## src/rtl/fetch_unit_pkg.sv

```systemverilog
// Shared definitions for the instruction fetch unit: FSM states, the NOP
// word, the ROM address width and the mask of address bits that must be zero.
package fetch_unit_pkg;

    typedef enum logic [1:0] {
        ST_IDLE   = 2'd0,
        ST_ACCESS = 2'd1,
        ST_DONE   = 2'd2,
        ST_ERR    = 2'd3
    } fetch_state_e;

    localparam logic [31:0] NOP = 32'h0000_0000;

    localparam int ROM_ADDR_W = 9;

    // Bits that must all be clear for a fetch address to be legal:
    // word alignment (bits 1:0) and inside the 512-byte ROM (bits 31:9).
    localparam logic [31:0] ADDR_ZERO_MASK = 32'hFFFF_FE03;

    function automatic logic addr_legal(input logic [31:0] addr);
        return ((addr & ADDR_ZERO_MASK) == 32'h0000_0000);
    endfunction

endpackage

```

## src/rtl/fetch_unit.sv

```systemverilog
// Instruction fetch unit: holds the PC, reads one word from the instruction
// ROM after a configurable number of wait states, latches it into ir and
// advances the PC. Illegal fetch addresses park the unit in ERR until the
// control unit loads a new PC.
module fetch_unit
    import fetch_unit_pkg::*;
#(
    parameter int unsigned WAIT_STATES = 1,
    parameter logic [31:0] RESET_PC    = 32'h0000_0000
) (
    input  logic                  clk,
    input  logic                  rst,
    input  logic                  fetch_req,
    input  logic                  pc_load,
    input  logic [31:0]           pc_next,
    output logic                  rom_nce,
    output logic                  rom_re,
    output logic [ROM_ADDR_W-1:0] rom_addr,
    input  logic [31:0]           rom_data,
    output logic [31:0]           ir,
    output logic [31:0]           pc,
    output logic [31:0]           pc_plus4,
    output logic                  ir_valid,
    output logic                  busy,
    output logic                  fetch_err
);

    fetch_state_e state_q, state_d;
    logic [31:0]  pc_q, pc_d;
    logic [31:0]  ir_q, ir_d;
    logic [2:0]   cnt_q, cnt_d;
    logic         ir_valid_q, ir_valid_d;
    logic         rom_nce_q, rom_nce_d;
    logic         rom_re_q, rom_re_d;
    logic [31:0]  fetch_addr;

    // A same-cycle pc_load redirects the fetch, so legality uses pc_next then.
    assign fetch_addr = pc_load ? pc_next : pc_q;

    // Next-state, datapath updates and registered ROM strobes.
    always_comb begin
        state_d    = state_q;
        pc_d       = pc_q;
        ir_d       = ir_q;
        cnt_d      = cnt_q;
        ir_valid_d = 1'b0;
        case (state_q)
            ST_IDLE, ST_DONE: begin
                if (pc_load) begin
                    pc_d = pc_next;
                end
                if (fetch_req) begin
                    if (addr_legal(fetch_addr)) begin
                        state_d = ST_ACCESS;
                        cnt_d   = 3'(WAIT_STATES);
                    end else begin
                        state_d = ST_ERR;
                    end
                end else begin
                    state_d = ST_IDLE;
                end
            end
            ST_ACCESS: begin
                if (cnt_q == 3'd0) begin
                    ir_d       = rom_data;
                    pc_d       = pc_plus4;
                    ir_valid_d = 1'b1;
                    state_d    = ST_DONE;
                end else begin
                    cnt_d = cnt_q - 3'd1;
                end
            end
            ST_ERR: begin
                if (pc_load) begin
                    pc_d    = pc_next;
                    state_d = ST_IDLE;
                end
            end
            default: state_d = ST_IDLE;
        endcase
        rom_nce_d = (state_d != ST_ACCESS);
        rom_re_d  = (state_d == ST_ACCESS);
    end

    // State and datapath registers; reset aborts any access in flight.
    always_ff @(posedge clk or posedge rst) begin
        if (rst) begin
            state_q    <= ST_IDLE;
            pc_q       <= RESET_PC;
            ir_q       <= NOP;
            cnt_q      <= 3'd0;
            ir_valid_q <= 1'b0;
            rom_nce_q  <= 1'b1;
            rom_re_q   <= 1'b0;
        end else begin
            state_q    <= state_d;
            pc_q       <= pc_d;
            ir_q       <= ir_d;
            cnt_q      <= cnt_d;
            ir_valid_q <= ir_valid_d;
            rom_nce_q  <= rom_nce_d;
            rom_re_q   <= rom_re_d;
        end
    end

    assign rom_nce   = rom_nce_q;
    assign rom_re    = rom_re_q;
    assign rom_addr  = pc_q[ROM_ADDR_W-1:0];
    assign ir        = ir_q;
    assign pc        = pc_q;
    assign pc_plus4  = pc_q + 32'd4;
    assign ir_valid  = ir_valid_q;
    assign busy      = (state_q == ST_ACCESS);
    assign fetch_err = (state_q == ST_ERR);

endmodule
```

## config.mk

```make
export PLATFORM = sky130hd
export DESIGN_NAME = fetch_unit
export DESIGN_NICKNAME = d
export VERILOG_FILES = /design/src/rtl/fetch_unit_pkg.sv /design/src/rtl/fetch_unit.sv
export SDC_FILE = /design/constraint.sdc
export NUM_CORES = 1
export LEC_CHECK = 0
export ABC_CLOCK_PERIOD_IN_PS = 3100
export BUFFER_PORTS_ARGS = -buffer_cell sky130_fd_sc_hd__buf_2
export CAP_MARGIN = 40
export CORE_AREA = 3 3 104 106
export CTS_CLUSTER_DIAMETER = 30
export DETAILED_ROUTE_END_ITERATION = 8
export DIE_AREA = 0 0 107 109
export HOLD_SLACK_MARGIN = 0.15
export PLACE_DENSITY = 0.69
export SETUP_SLACK_MARGIN = 0.2
export SLEW_MARGIN = 20
export SYNTH_ARGS = -nofsm -noshare
export SYNTH_HDL_FRONTEND = slang
export SYNTH_SLANG_ARGS = --single-unit
```

## constraint.sdc

```tcl
create_clock -name clk -period 3.1 [get_ports clk]
set_clock_uncertainty 0.15 [all_clocks]
set_input_delay 0.31 -clock clk [delete_from_list [all_inputs] [get_ports clk]]
set_output_delay 0.31 -clock clk [all_outputs]
set_load 0.005 [all_outputs]
```

==> reports/results.txt, run 1 <==
Outcome: finished, final reports clean
Main flop type after synthesis: dfrtp_1
GRT Overall Usage: 0.226
Relative slew slack: 0.524
Worst Setup Start Kind: register
CTS buffer count: 9
Vias in the first global route: 4204
Vias: 4354
Final worst path period need: 2670 ps
Crit path from: pc[10]$_DFFE_PP0P_
Hold violation count in the final report: 0
Post-DP HPWL: 8.74 mm
Yosys Warn Count: 0
Initial Util: 0.404
Pleak: 2.81 nW
First-pass DRT Iterations: 5
Critical path class: reg2out
Die area: 0.0117 sq mm
H-tree lvl count: 3
Crit share post-route: 0.863
Vias/cell: 5.28
Synth Register Bits: 72
Worst path arrival time: 2210 ps
Multi-input logic area: 0.00196 sq mm
Port-buffer cells: 177
CP max-delay cell: dfrtp_1
Clock sinks: 72
Critical path endpoint category: output port
Slew Limit Fails: 0
Die Y: 109 um
Grt total ovfl: 0
Async SR Flop Fraction: 1.00
Pwr dens: 901 mW/mm^2
Critical path cell sequence: and4_1 > and3_2 > nand3_2 > nor3_1 > xor2_1 > buf_2
Storage element area: 0.00180 sq mm
Post-DR wirelength/cell: 15.9 um
Netlist cell types: 53
Syn nets: 538
IO Pins: 178
Worst path depth: 6
Max Freq: 374 MHz
First-pass GRT wire length: 21.0 mm
PnR worst setup slack: 426 ps
Die X: 107 um
Hold Crit Depth: 4
Mean Syn Cell Area: 8.54 sq um
CP delay by family, top: simple AND/OR/NAND/NOR gates
Required @ worst endpoint: 2640 ps
Post-synth EDFFs: 0
Largest net degree at the start of global routing: 47
Tightest Pin Transition: 712 ps
Root Driver: clkbuf_8
Clk Latency, worst-skew pair: 340 ps
Crit-path max FO: 12
Setup TNS: 0 ps
Start of the worst register-to-register path: state_q[1]$_DFF_PP0_
Nets: 757
HP Class: in2reg
R2R Path End: pc[11]$_DFFE_PP0P_
Unrepaired setup endpoints after global routing: no
Place WS: 663 ps
Maximum clock insertion buffer count: 2
Residual DRC: 0
Share of layout cells above drive strength 1: 0.317
Clock transition at path regs: 80 ps
Area Overhead vs Synth: 43.8%
Synth area leaders: dfrtp_1 45%, nand2_1 13%, nor2_1 3.3%, xor2_1 3.3%, xnor2_1 3.1%
TritonCTS clock tree: built
WP buf/inv: 1
Total detailed-routing wirelength: 13.1 mm
Post-synthesis cell area: 0.00399 sq mm
Reg2reg setup slack: 770 ps
R2R cell count: 5
Register area share after synthesis: 0.452
Filler cells: 882
Critical Path End: pc_plus4[25]
Synth top area share: 0.445
Final Setup Violations: 0
Dominant cell type by area after synthesis: dfrtp_1
Core Footprint: 0.00986 sq mm
# rows: 36
Routed Antenna Nets: 0
Peak supply drop: 0.378 mV
Syn Inst Count: 467
Number of DRC markers in iteration 0: 197
Antenna violations before repair: 0
Max cap viols: 0
Crit path largest cell delay: 500 ps
Gp weighted congestion: 0.881
## cell type report
cell class,count,area share
Sequential cell,72,0.314
Inverter,9,0.00589
Clock inverter,5,0.00959
Timing Repair Buffer,245,0.273
Antenna cell,1,0.000436
Clock buffer,11,0.0264
Tap cell,133,0.0290
Multi-Input combinational cell,349,0.341
## cells by family after synthesis
kind of cell,count (synthesis),share of synthesized area
AND/OR/NAND/NOR,249,0.287
flip-flops,72,0.452
AO/OA/AOI/OAI,64,0.119
buffers and inverters,46,0.0593
XOR/XNOR,29,0.0637
multiplexers,4,0.0103
adder cells (fa/ha/maj),3,0.00941
## sequential cells by signal, indices dropped and copies added (netlist names)
signal	count
cnt_q	3
ir	32
ir_valid	1
pc	32
rom_nce	1
rom_re	1
state_q	2
## layout by cell type (no fill, tap or decap), types with 2 or more instances in the layout
cell type	n
nand2_1	138
and4_1	4
ha_1	2
or3_1	3
o22ai_1	5
clkbuf_8	11
mux2i_1	3
a211oi_1	5
clkinv_2	2
nand3_1	19
buf_12	2
nor2_1	35
and3_1	9
nand4_1	5
buf_4	8
xnor2_1	14
o311ai_0	6
buf_2	177
nor4_2	2
inv_2	2
o22a_1	4
clkinvlp_4	2
nor3_1	13
a22oi_1	6
and2_1	2
o21a_1	6
dfrtp_1	71
nand3_2	3
nand2b_1	3
o211ai_1	11
xor2_1	15
a311oi_1	3
dlygate4sd3_1	58
a31oi_1	2
inv_1	6
a21oi_1	8
nor4_1	5
## cell usage after synthesis, types with 2 or more instances
cell type,instances
a211oi_1,5
a21oi_1,8
a22oi_1,6
a311oi_1,3
a31oi_1,2
and2_1,2
and3_1,10
and4_1,4
buf_1,5
buf_2,6
buf_4,13
clkbuf_1,12
dfrtp_1,71
ha_1,3
inv_1,7
mux2i_1,3
nand2_1,138
nand2b_1,3
nand3_1,19
nand3_2,3
nand4_1,5
nor2_1,35
nor3_1,13
nor4_1,5
nor4_2,2
o211ai_1,11
o21a_1,6
o22a_1,4
o22ai_1,5
o311ai_0,6
or3_1,3
xnor2_1,14
xor2_1,15
## report_power, final
group / total [W] / internal [W] / switching (W) / leakage [nW]
combinational: 0.00244 / 0.00115 / 0.00130 / 1.85
clock: 0.000773 / 0.000413 / 0.000360 / 0.101
sequential: 0.00195 / 0.00140 / 0.000554 / 0.863
total: 0.00517 / 0.00296 / 0.00221 / 2.81
## per-stage QoR
stage / hold WS, ps / cells / power (W) / cell area (sq um) / utilization
floorplan: 265 / 467 / 0.00326 / 3990 / -
global placement: 301 / 747 / 0.00426 / 4910 / 0.498
detailed placement: 308 / 747 / 0.00432 / 4910 / 0.498
CTS: 160 / 821 / 0.00516 / 5700 / 0.577
global route: 182 / 824 / 0.00561 / 5740 / 0.581
finish: 183 / 825 / 0.00517 / 5740 / 0.582
## what timing repair did
| item | CTS | global route |
|---|---|---|
| setup buffers | 0 | 3 |
| hold buffers | 58 | 0 |
| resized for setup | 0 | 2 |
| endpoints found under the hold margin | 90 | 0 |
| endpoints found under the setup margin | 0 | 8 |
## tightest hold or removal path: cells and delay by family
family                 cells  cell delay, ps
and+or+nand+nor            1              90
buffers and inverters      1             100
AOI/OAI and AO/OA          2             140
## worst min-delay path by stage
stage,start,endpoint,slack (ps)
after floorplan,rom_data[0],ir[0]$_DFFE_PP0N_,270
after global placement,ir[15]$_DFFE_PP0N_,ir[15]$_DFFE_PP0N_,300
after detailed placement,ir[26]$_DFFE_PP0N_,ir[26]$_DFFE_PP0N_,310
after CTS,pc_next[8],pc[8]$_DFFE_PP0P_,160
after global routing,pc_next[12],pc[12]$_DFFE_PP0P_,180
final,pc_next[8],pc[8]$_DFFE_PP0P_,180
## layer usage
metal | track usage | part of all wire
met1 | 0.275 | 0.41
met2 | 0.386 | 0.48
met3 | 0.0521 | 0.085
met4 | 0.0977 | 0.026
met5 | 0 | 0
No activity file was read; power rests on OpenSTA's default activity.
==> inputs of run 2 (changes only) <==
Settings changed: BUFFER_PORTS_ARGS -buffer_cell sky130_fd_sc_hd__buf_2 to -buffer_cell sky130_fd_sc_hd__clkbuf_2.
==> run 2 against run 1 <==
Global-route usage shrank 0.57 points. Worst setup slack lost 52 ps. First-iteration DRC count grew 1.5%. Utilization grew 0.39 points. Clock-buffer cell count is the same. Non-clock buffer count grew 1. Maximum frequency shrank 1.9%. Combinational power is essentially flat. Clock power grew 23%. Critical path depth grew 2. Total power grew 3.7%. Register-to-register slack lost 50 ps. Critical path type unchanged. Highest routed layer unchanged.
==> reports/results.txt, run 2 (synthesis gave the netlist of run 1 again) <==
Vias in the first global route: 4054 (-3.6%)
Maximum clock insertion buffer count: 2 (unchanged)
Routed Antenna Nets: 0 (unchanged)
First-pass GRT wire length: 20.4 mm (-2.8%)
GRT Overall Usage: 0.221 (-0.00566)
Final worst path period need: 2730 ps (+52.4 ps)
Clock transition at path regs: 80 ps (about the same)
Final Setup Violations: 0 (unchanged)
Switching Share: 0.417 (-0.0106)
Pleak: 2.87 nW (+2.0%)
Worst path arrival time: 2270 ps (+60 ps)
Die area: 0.0117 sq mm (unchanged)
Initial Util: 0.404 (unchanged)
Start of the worst register-to-register path: cnt_q[0]$_DFFE_PP0P_
Peak supply drop: 0.425 mV (+12%)
Gp weighted congestion: 0.926 (+5.2%)
Relative slew slack: 0.511 (-0.0130)
HP Class: in2reg
Total detailed-routing wirelength: 13.0 mm (-1.0%)
Root Driver: clkbuf_8
PnR worst setup slack: 374 ps (-52.4 ps)
Critical path class: reg2out
Pint: 0.00312 W (+5.6%)
Outcome: finished, final reports clean
H-tree lvl count: 3 (unchanged)
Number of DRC markers in iteration 0: 200 (+1.5%)
Nets: 758 (+0.13%)
Filler cells: 843 (-4.4%)
Clock sinks: 72 (unchanged)
Crit-path max FO: 12 (unchanged)
Hold_ws: 165 ps (-17.9 ps)
Commonest non-fill, non-tap cell in the layout: clkbuf_2
Post-DR wirelength/cell: 15.7 um (-1.0%)
TritonCTS clock tree: built
Sequential power share: 0.363 (-0.015)
Place WS: 690 ps (+27.1 ps)
Share of layout cells above drive strength 1: 0.321 (+0.00388)
Tightest Pin Transition: 732 ps (+19.4 ps)
Crit share post-route: 0.879 (+0.0169)
Vias/cell: 5.20 (-1.4%)
Largest net degree at the start of global routing: 40 (-15%)
Critical Path End: pc_plus4[20]
Most frequent cells in the layout: 177 x clkbuf_2, 138 x nand2_1, 70 x dfrtp_1
Clk Latency, worst-skew pair: 340 ps (about the same)
Switching pwr: 0.00224 W (+1.1%)
Cell Area, Placed: 0.00492 sq mm (+0.15%)
Hold violation count in the final report: 0 (unchanged)
Critical path endpoint category: output port
# rows: 36 (unchanged)
Residual DRC: 0 (unchanged)
Max Freq: 367 MHz (-1.9%)
Required @ worst endpoint: 2640 ps (about the same)
Max cap viols: 0 (unchanged)
Design area: 0.00578 sq mm (+0.68%)
CTS buffer count: 9 (unchanged)
Diodes inserted: 0 (-1)
Unrepaired setup endpoints after global routing: no
Port-buffer cells: 177 (unchanged)
Slew Limit Fails: 0 (unchanged)
Pwr dens: 928 mW/mm^2 (+3.0%)
Vias: 4291 (-1.4%)
Setup TNS: 0 ps (unchanged)
Area Overhead vs Synth: 44.8%
Die X: 107 um (unchanged)
Reg2reg setup slack: 720 ps (-50 ps)
Post-DP HPWL: 8.87 mm (+1.5%)
Core Footprint: 0.00986 sq mm (unchanged)
Antenna violations before repair: 0 (unchanged)
Grt total ovfl: 0 (unchanged)
R2R cell count: 8 (+3)
Worst Setup Start Kind: register
Crit path from: pc[2]$_DFFE_PP0P_
First-pass DRT Iterations: 5 (unchanged)
IO Pins: 178 (unchanged)
Die Y: 109 um (unchanged)
R2R Path End: pc[28]$_DFFE_PP0P_
Power share of the combinational group: 0.461 (-0.012)
Clk pwr share: 0.177 (+0.027)
Final Util: 0.586 (+0.00393)
==> run 2: changes by cell type in the layout (fill, tap and decap cells not counted), sizes merged <==
cell | previous run | this run
clkinvlp | 2 | 1
clkinv | 3 | 2
bufinv | 1 | 3
diode | 1 | 0
dlygate4sd3 | 58 | 57
buf | 187 | 12
clkbuf | 11 | 188
==> run 2: stage by stage <==
stage	power, W	cells
2_1_floorplan	0.00326	467
3_3_place_gp	0.00429	748
3_5_place_dp	0.00434	748
4_1_cts	0.00535	821
5_1_grt	0.00577	825
6_report	0.00536	825
==> run 2: power by group through the flow <==
| stage | logic (W) | clock network (W) | registers (W) |
|---|---|---|---|
| after global placement | 0.00237 | 0 | 0.00192 |
| after detailed placement | 0.00240 | 0 | 0.00194 |
| after global routing | 0.00274 | 0.00100 | 0.00203 |
| final | 0.00247 | 0.000947 | 0.00194 |
| after CTS | 0.00246 | 0.000963 | 0.00193 |
| after floorplan | 0.00141 | 0 | 0.00185 |
==> run 2: what timing repair did <==
action | in CTS | in global routing
hold buffers | 57 | 0
gates resized for setup | 0 | 3
endpoints found under the hold margin | 89 | 0
setup endpoints to repair | 0 | 5
setup buffers | 0 | 4
==> run 2: worst max-delay path: stages (launching register included) <==
cell and delay (ps):
dfrtp_1 430, ha_2 240, nand2_1 90, nor3_1 180, buf_4 220, nand4_1 220, nor2_1 180, xor2_1 200
clkbuf_2 150
==> run 2: worst min-delay path by stage <==
stage / startpoint / end / slack [ps] / cells past startpoint
floorplan: rom_data[0] / ir[0]$_DFFE_PP0N_ / 270 / 2
global placement: rst / ir[0]$_DFFE_PP0N_ / 310 / 2
detailed placement: rst / ir[26]$_DFFE_PP0N_ / 310 / 2
CTS: pc_next[8] / pc[8]$_DFFE_PP0P_ / 150 / 4
global route: pc_next[24] / pc[24]$_DFFE_PP0P_ / 170 / 3
finish: pc_next[11] / pc[11]$_DFFE_PP0P_ / 160 / 3
==> run 2: metal layers <==
metal	GRT usage	wire length [um]	vias to the layer above
met3	0.0562	1160	30
li1	-	-	2039
met4	0.0621	264	0
met1	0.271	5330	1991
met5	0	0	-
met2	0.385	6220	231
==> run 2: final cells by class <==
class	instances	area, sq um	share of cell area
well taps	133	166	0.0288
flip-flops and latches	72	1800	0.312
inverters	9	33.8	0.00585
repair buffers	246	1560	0.270
multi-input cells	349	1960	0.339
clock inverters	5	103	0.0178
clock buffers	11	151	0.0262
==> inputs of run 3 (changes only) <==
Settings changed: PLACE_DENSITY 0.69 to 0.66.
==> run 3 against run 2 <==
Sequential cell count unchanged. Total power fell by 4.3%. Highest routed layer unchanged. Die area stayed put. Sequential share of layout area increased by 0.39 points. Routed wire length about the same. Global-route usage up 0.41 points. Register-to-register slack improved by 40 ps. Clock power down 24%.
==> reports/results.txt, run 3 (synthesis gave the netlist of run 1 again) <==
Clock sinks: 72 (unchanged)
Final Util: 0.578 (-0.00761)
Peak supply drop: 0.347 mV (-18%)
Post-DR wirelength/cell: 15.7 um (+0.17%)
Unrepaired setup endpoints after global routing: no
Slew Limit Fails: 0 (unchanged)
Max cap viols: 0 (unchanged)
Gp weighted congestion: 0.879 (-5.1%)
H-tree lvl count: 3 (unchanged)
Most frequent cells in the layout: 177 x clkbuf_2, 138 x nand2_1, 71 x dfrtp_1
Antenna violations before repair: 0 (unchanged)
Critical path class: reg2out
R2R cell count: 7 (-1)
Die Y: 109 um (unchanged)
Core Footprint: 0.00986 sq mm (unchanged)
Residual DRC: 0 (unchanged)
Crit path largest cell delay: 470 ps (+40 ps)
Area Overhead vs Synth: 42.9%
DR WL met3: 1.15 mm (-1.2%)
Setup TNS: 0 ps (unchanged)
CP delay by family, top: simple AND/OR/NAND/NOR gates
Hold violation count in the final report: 0 (unchanged)
Relative slew slack: 0.656 (+0.145)
Pwr dens: 900 mW/mm^2 (-3.0%)
R2R Path End: pc[10]$_DFFE_PP0P_
Crit-path max FO: 9 (-3)
HP Class: in2reg
Outcome: finished, final reports clean
Vias/cell: 5.11 (-1.7%)
Final Setup Violations: 0 (unchanged)
Max layer used: met4
CTS buffer count: 9 (unchanged)
Required @ worst endpoint: 2640 ps (about the same)
First-pass DRT Iterations: 4 (-1)
Max Freq: 366 MHz (-0.12%)
Met2 wire len: 6.20 mm (-0.31%)
Port-buffer cells: 177 (unchanged)
Crit path from: pc[4]$_DFFE_PP0P_
Nets: 756 (-0.26%)
Diodes inserted: 0 (unchanged)
Critical path cell sequence: nand3_2 > nor3_4 > nand3_2 > nor3_1 > xor2_1 > clkbuf_2
Final worst path period need: 2730 ps (+3.35 ps)
Number of DRC markers in iteration 0: 194 (-3.0%)
Total detailed-routing wirelength: 13.0 mm (about the same)
CP max-delay cell: dfrtp_1
Reg2reg setup slack: 760 ps (+40 ps)
Vias in the first global route: 4166 (+2.8%)
Commonest non-fill, non-tap cell in the layout: clkbuf_2
Root Driver: clkbuf_8
# rows: 36 (unchanged)
Worst path arrival time: 2270 ps (about the same)
Overall power: 0.00513 W (-4.3%)
Tightest Pin Transition: 514 ps (-218 ps)
Crit share post-route: 0.881 (+0.00108)
TritonCTS clock tree: built
GRT Overall Usage: 0.225 (+0.00410)
Pleak: 2.83 nW (-1.5%)
Routed Antenna Nets: 0 (unchanged)
M1 wire length: 5.46 mm (+2.5%)
Maximum clock insertion buffer count: 2 (unchanged)
Worst path depth: 6 (-2)
Die X: 107 um (unchanged)
Post-DP HPWL: 9.11 mm (+2.6%)
IO Pins: 178 (unchanged)
Setup bufs post-CTS: 0 (unchanged)
Critical path endpoint category: output port
Filler cells: 865 (+2.6%)
Vias: 4207 (-2.0%)
Grt total ovfl: 0 (unchanged)
Largest net degree at the start of global routing: 43 (+7.5%)
Initial Util: 0.404 (unchanged)
WP buf/inv: 1 (-1)
Worst Setup Start Kind: register
Critical Path End: pc_plus4[25]
Clk Latency, worst-skew pair: 350 ps (about the same)
Clock transition at path regs: 80 ps (about the same)
Start of the worst register-to-register path: cnt_q[0]$_DFFE_PP0P_
Share of layout cells above drive strength 1: 0.312 (-0.00922)
Most frequent CP cell: nand3_2
Die area: 0.0117 sq mm (unchanged)
First-pass GRT wire length: 20.7 mm (+1.1%)
-- run 3: cell count changes in the layout (fill, tap and decap cells not counted), sizes merged --
| cell | change |
|---|---|
| buf | -3 |
| bufinv | -3 |
| clkbuf | +3 |
| clkinv | -1 |
| clkinvlp | +1 |
| dlygate4sd3 | +1 |
-- run 3: worst min-delay path by stage --
stage / end / depth (start not counted) / startpoint
floorplan: ir[0]$_DFFE_PP0N_ / 2 / rom_data[0]
global placement: ir[31]$_DFFE_PP0N_ / 2 / ir[31]$_DFFE_PP0N_
detailed placement: ir[5]$_DFFE_PP0N_ / 3 / rst
CTS: pc[11]$_DFFE_PP0P_ / 3 / pc_next[11]
global route: pc[11]$_DFFE_PP0P_ / 3 / pc_next[11]
finish: pc[11]$_DFFE_PP0P_ / 3 / pc_next[11]
-- run 3: worst register-to-register path, delay by kind of cell, from the launching register on --
| kind | cells | cell delay [ps] |
|---|---|---|
| compound gates | 2 | 260 |
| fa+ha+maj | 1 | 230 |
| buf+inv | 3 | 850 |
| flops | 1 | 360 |
| simple gates | 1 | 370 |
-- run 3: final cells by class --
class | count | area [sq um] | area share
clock inverters | 2 | 15.0 | 0.00263
multi-input cells | 349 | 1960 | 0.343
clock buffers | 14 | 173 | 0.0303
inverters | 9 | 33.8 | 0.00592
repair buffers | 244 | 1550 | 0.273
flip-flops and latches | 72 | 1800 | 0.316
well taps | 133 | 166 | 0.0292
-- run 3: stage by stage --
stage	hold WS, ps	setup slack [ps]	cell area (sq um)	cells
after detailed placement	256	699	4930	749
final	179	370	5700	823
after CTS	161	282	5700	823
after floorplan	265	817	3990	467
after global placement	308	765	4900	748
after global routing	190	220	5700	823
-- run 3: per-layer routing --
layer  global-route usage  vias up
met5                    0        -
met4               0.0676        0
met3               0.0604       14
met2                0.382      199
met1                0.281     1959
li1                     -     2035
-- run 3: where the power goes --
group | switching (W) | internal, W | total, W
Sequential | 0.000565 | 0.00140 | 0.00196
Combinational | 0.00131 | 0.00114 | 0.00245
Clock | 0.000357 | 0.000358 | 0.000715
-- run 3: repair_timing --
action                                 4_1_cts  5_1_grt
resized for setup                            0        1
hold buffers                                58        0
setup endpoints to repair                    0        7
endpoints found under the hold margin       86        0
